--- config.mk ---
export PLATFORM = sky130hd
export DESIGN_NAME = sram_fifo_addr_path
export DESIGN_NICKNAME = d
export VERILOG_FILES = /design/src/rtl/sram_fifo_addr_path_pkg.sv /design/src/rtl/sram_fifo_addr_path_strobe_rise_detect.sv /design/src/rtl/sram_fifo_addr_path.sv
export SDC_FILE = /design/constraint.sdc
export NUM_CORES = 1
export LEC_CHECK = 0
export ABC_AREA = 1
export BUFFER_PORTS_ARGS = -buffer_cell sky130_fd_sc_hd__buf_2
export CAP_MARGIN = 20
export CORE_UTILIZATION = 45
export CTS_CLUSTER_DIAMETER = 40
export DETAILED_ROUTE_END_ITERATION = 10
export HOLD_SLACK_MARGIN = 0.06
export PLACE_DENSITY = 0.68
export SYNTH_ARGS = -nofsm -noshare
export SYNTH_HDL_FRONTEND = slang
export SYNTH_SLANG_ARGS = --single-unit
--- constraint.sdc ---
create_clock -name clk -period 3.2 [get_ports clk]
set_clock_uncertainty 0.15 [all_clocks]
set_input_delay 0.64 -clock clk [delete_from_list [all_inputs] [get_ports clk]]
set_output_delay 0.64 -clock clk [all_outputs]
set_load 0.01 [all_outputs]
--- src/rtl/sram_fifo_addr_path_pkg.sv ---
// rtl/sram_fifo_addr_path_pkg.sv - shared defaults, strobe idle levels and cycle-FSM state encodings
package sram_fifo_addr_path_pkg;

  localparam int AW_DEFAULT = 8;
  localparam int DW_DEFAULT = 8;

  // Idle levels of the write/read cycle FSM strobes
  localparam logic COUNT_IDLE = 1'b1;
  localparam logic NWE_IDLE   = 1'b1;

  typedef enum logic [2:0] {
    CYC_IDLE  = 3'd0,
    CYC_STEP1 = 3'd1,
    CYC_STEP2 = 3'd2,
    CYC_STEP3 = 3'd3,
    CYC_STEP4 = 3'd4
  } cyc_state_e;

endpackage

--- src/rtl/sram_fifo_addr_path_strobe_rise_detect.sv ---
// rtl/sram_fifo_addr_path_strobe_rise_detect.sv - 0->1 edge detector on a cycle-FSM strobe
module strobe_rise_detect
  import sram_fifo_addr_path_pkg::*;
#(
  parameter logic IDLE = COUNT_IDLE
) (
  input  logic clk,
  input  logic reset,
  input  logic strobe_i,
  output logic rise_o
);

  logic strobe_q;

  // Reset to the idle level so releasing reset never fakes a rising edge
  always_ff @(posedge clk) begin
    if (reset) begin
      strobe_q <= IDLE;
    end else begin
      strobe_q <= strobe_i;
    end
  end

  assign rise_o = ~strobe_q & strobe_i;

endmodule

--- src/rtl/sram_fifo_addr_path.sv ---
// rtl/sram_fifo_addr_path.sv - SRAM address/data path turning external SRAM into a circular FIFO
module sram_fifo_addr_path
  import sram_fifo_addr_path_pkg::*;
#(
  parameter int AW = AW_DEFAULT,
  parameter int DW = DW_DEFAULT
) (
  input  logic          clk,
  input  logic          reset,
  input  logic          latch,
  input  logic          count,
  input  logic          DE,
  input  logic          nWE,
  input  logic          writing,
  input  logic          rd_count,
  input  logic          reading,
  input  logic [DW-1:0] data_in,
  output logic [AW-1:0] addr,
  output logic [DW-1:0] data_out,
  output logic          data_oe,
  output logic          sram_nWE,
  output logic          full,
  output logic          empty,
  output logic [AW:0]   occupancy,
  output logic          overflow,
  output logic          underflow
);

  localparam logic [AW:0]   DEPTH   = {1'b1, {AW{1'b0}}};
  localparam logic [AW:0]   OCC_ONE = (AW+1)'(1);
  localparam logic [AW-1:0] PTR_ONE = AW'(1);

  logic [AW-1:0] wr_ptr_q, wr_ptr_d;
  logic [AW-1:0] rd_ptr_q, rd_ptr_d;
  logic [AW:0]   occ_q, occ_d;
  logic [DW-1:0] data_q, data_d;
  logic          ovf_q, ovf_d;
  logic          unf_q, unf_d;
  logic          wr_done, rd_done;
  logic          wr_acc, rd_acc;

  strobe_rise_detect #(.IDLE(COUNT_IDLE)) u_wr_rise (
    .clk      (clk),
    .reset    (reset),
    .strobe_i (count),
    .rise_o   (wr_done)
  );

  strobe_rise_detect #(.IDLE(COUNT_IDLE)) u_rd_rise (
    .clk      (clk),
    .reset    (reset),
    .strobe_i (rd_count),
    .rise_o   (rd_done)
  );

  assign full  = (occ_q == DEPTH);
  assign empty = (occ_q == '0);

  // Gating on the current flags makes a full FIFO favour the read and an empty one the write
  assign wr_acc = wr_done & ~full;
  assign rd_acc = rd_done & ~empty;

  always_comb begin
    wr_ptr_d = wr_ptr_q;
    rd_ptr_d = rd_ptr_q;
    occ_d    = occ_q;
    data_d   = data_q;
    ovf_d    = ovf_q | (wr_done & full);
    unf_d    = unf_q | (rd_done & empty);

    if (latch) begin
      data_d = data_in;
    end
    if (wr_acc) begin
      wr_ptr_d = wr_ptr_q + PTR_ONE;
    end
    if (rd_acc) begin
      rd_ptr_d = rd_ptr_q + PTR_ONE;
    end

    unique case ({wr_acc, rd_acc})
      2'b10:   occ_d = occ_q + OCC_ONE;
      2'b01:   occ_d = occ_q - OCC_ONE;
      default: occ_d = occ_q;
    endcase
  end

  always_ff @(posedge clk) begin
    if (reset) begin
      wr_ptr_q <= '0;
      rd_ptr_q <= '0;
      occ_q    <= '0;
      data_q   <= '0;
      ovf_q    <= 1'b0;
      unf_q    <= 1'b0;
    end else begin
      wr_ptr_q <= wr_ptr_d;
      rd_ptr_q <= rd_ptr_d;
      occ_q    <= occ_d;
      data_q   <= data_d;
      ovf_q    <= ovf_d;
      unf_q    <= unf_d;
    end
  end

  // The read pointer is also the parked address whenever neither FSM owns the bus
  always_comb begin
    if (writing) begin
      addr = wr_ptr_q;
    end else if (reading) begin
      addr = rd_ptr_q;
    end else begin
      addr = rd_ptr_q;
    end
  end

  assign data_out  = data_q;
  assign data_oe   = writing & DE;
  assign sram_nWE  = nWE;
  assign occupancy = occ_q;
  assign overflow  = ovf_q;
  assign underflow = unf_q;

endmodule

==> results.cfg <==
[clock_tree]
cts_tree = built
cts_made_buffers = 5
root_buffer = clkbuf_8
htree_num_levels = 2
clk_path_buf_depth = 2
clock_latency_ns = 0.28
cts_resized = 0
cts_setup_buffers = 0
ctsHoldBuffers = 0
clock_sinks = 37
cts.reportedPaths.clkPinSlew_ns = 0.08

[logic_synthesis]
synth_area_per_cell_um2 = 6.64
synthesis.area_mm2 = 0.00217
synth_edf_count = 0
synthArstFlopShare_pct = 0
synth_top_cells_by_area = dfxtp_1 (34%), nand2_1 (14%), inv_1 (7.8%)
synth_top_area_share_pct = 34.2
synth_top_cell_by_area = dfxtp_1
yosysWarnings = 0
synth-seq-area-share_pct = 34.2
yosys-top-cells-count = nand2_1 (80), inv_1 (45), nor2_1 (45)
synth.most_common_cell = nand2_1
ys.flop_type = dfxtp_1
synth_cell_types = 24
synth-seq-cells = 37
synth_cells = 326
syn_nets = 354

[sta]
finalSetupViolations = 0
final_max_slew_viol_count = 0
rsz0062_at_grt = false
clock.fmax_ghz = 0.348
relSlewSlack_pct = 69.0
final.setup.worst_slack_ns = 0.327
post-route-period-util_pct = 89.8
fin_crit_ns = 2.87
hold_violations = 0
fin_tns_setup_ns = 0
worstMarginPinSlew_ns = 0.466

[hold_path]
hold_start = overflow
hold_depth = 2
hp-class = reg2reg
hold_path_end = overflow

[setup_path]
r2r-end = occupancy[8]
worstPathRequired_ns = 3.24
arrival_ns = 2.91
crit_type = reg2reg
max_stage_delay_ns = 0.44
critical_path.endpoint_type = flip-flop
crit_path_frequent_cell = nand2_1
critical-path-top-delay-family = simple AND/OR/NAND/NOR gates
crit_slowest_cell = ha_1
worst_r2r_path_depth = 16
ff2ff_setup_slack_ns = 0.33
cp_max_fo = 10
crit_buf_inv = 3
path_cells = nor2_1, nand2_1, nor2_4, nand2_4, nand2_4, ha_1, inv_1, fa_1, inv_1, nand2_1, nand2_1, nand3_1, nand3_1, nand3_1, nand2_1, inv_1
crit_path_start_kind = flip-flop
timing.rr.start = occupancy[6]

[routing]
dr.pass1.iters = 7
routedWlPerCell_um = 11.2
ant_nets = 0
detail_route.vias_per_cell = 4.83
drc = 4
first_iter_violations = 94
vias = 2059
drt_wl_total_mm = 4.79

[placement]
io_buffers = 44
preCtsSetupSlack_ns = 0.318
place_congestion = 0.828
dp_hpwl_mm = 3.34
place_area_mm2 = 0.00244

[floorplan]
initial_utilization_pct = 48.4
io_pins = 48
die_height_um = 71.4
die_area_mm2 = 0.00509
core-area_mm2 = 0.00447
die_w_um = 71.4
rows = 24

[power_and_ir_drop]
peakVddDrop_mv = 0.247
p_leak_nw = 1.31
power-per-cell-area_mw_per_mm2 = 481
p_total_mw = 1.24

[outcome]
violations = DRC
status = complete, but fails checks

[final_layout]
design_area_mm2 = 0.00257
diodes = 0
finalNetCount = 401
fillers = 458
drive_above_1_share_pct = 18.4
syn_to_final_growth_pct = 18.8

[grt]
grt.overflow.total = 0
grt_pass1_wl_mm = 8.24
grt_max_degree = 24
grt_pass1_vias = 1845
antenna_found_initial = 0
track_usage_pct = 20.7

[run]
cap_violations = 0
## logic make-up after synthesis
| family | share of synthesized area [%] |
|---|---|
| DFF | 34.2 |
| adders and majority gates | 6.70 |
| buffers and inverters | 9.24 |
| and+or+nand+nor | 34.7 |
| xor gates and xnor gates | 3.64 |
| AOI/OAI and AO/OA | 10.5 |
| muxes | 1.04 |
## per-stage QoR
| step | instances | hold WS (ns) | util, % |
|---|---|---|---|
| 2_1_floorplan | 326 | 0.307 | - |
| 3_5_place_dp | 418 | 0.288 | 54.5 |
| 6_report | 426 | 0.295 | 57.5 |
| 4_1_cts | 426 | 0.300 | 57.5 |
| 3_3_place_gp | 418 | 0.286 | 54.5 |
| 5_1_grt | 426 | 0.325 | 57.5 |
## power breakdown
group / internal, mW / switching (mW) / total (mW)
Clock: 0.310 / 0.168 / 0.478
Sequential: 0.486 / 0.0221 / 0.508
Combinational: 0.0928 / 0.157 / 0.250
## cell type report
cell class / count / area (um^2) / share of cell area (%)
multi-input combinational: 237 / 1220 / 47.6
sequential: 37 / 741 / 28.8
timing repair buffer: 46 / 235 / 9.14
inverter: 46 / 173 / 6.71
clock buffer: 5 / 68.8 / 2.68
clock inverter: 3 / 65.1 / 2.53
tap: 52 / 65.1 / 2.53
## worst max-delay path by stage
stage                            start  depth (start not counted)  slack [ns]      endpoint
after global placement        rd_count                         15        0.34  occupancy[4]
after detailed placement      rd_count                         15        0.32  occupancy[4]
after global routing      occupancy[6]                         17        0.14  occupancy[8]
after floorplan               rd_count                         14        0.53  occupancy[4]
after CTS                 occupancy[6]                         16        0.35  occupancy[8]
final                     occupancy[6]                         16        0.33  occupancy[8]
## routing by layer
layer | vias to the layer above | track usage (%) | part of all wire [%]
met4 | 0 | 7.78 | 1.4
met2 | 49 | 31.5 | 43
li1 | 1124 | - | -
met5 | - | 0 | 0
met1 | 880 | 28.7 | 52
met3 | 6 | 4.64 | 3.9
## placed cells by master (no fill, tap or decap)
| cell | synthesis | final |
|---|---|---|
| a21oi_1 | 18 | 18 |
| a21oi_2 | 2 | 2 |
| buf_2 | 1 | 44 |
| buf_4 | 1 | 2 |
| bufinv_16 | 0 | 2 |
| clkbuf_8 | 0 | 5 |
| clkinv_2 | 0 | 1 |
| dfxtp_1 | 37 | 37 |
| fa_1 | 1 | 1 |
| ha_1 | 10 | 10 |
| inv_1 | 45 | 45 |
| inv_2 | 1 | 1 |
| mux2_2 | 2 | 2 |
| nand2_1 | 80 | 80 |
| nand2_4 | 4 | 4 |
| nand3_1 | 29 | 29 |
| nand3b_1 | 5 | 5 |
| nand4_1 | 1 | 1 |
| nor2_1 | 45 | 45 |
| nor2_2 | 3 | 3 |
| nor2_4 | 1 | 1 |
| nor3_1 | 1 | 1 |
| o21ai_0 | 24 | 24 |
| or2_2 | 2 | 2 |
| xnor2_1 | 6 | 6 |
| xor2_1 | 3 | 3 |
## worst register-to-register path: cells and delay by family (launching register included)
| family | cells | cell delay (ns) |
|---|---|---|
| fa+ha+maj | 2 | 0.85 |
| buf+inv | 3 | 0.21 |
| simple gates | 11 | 1.24 |
| flops | 1 | 0.34 |
## registers in the layout, indices dropped and copies added, names as in the netlist
name	cells
u_rd_rise.strobe_q	1
rd_ptr_q	8
data_out	8
underflow	1
overflow	1
occupancy	9
wr_ptr_q	8
u_wr_rise.strobe_q	1
(Power assumes the default switching activity.)
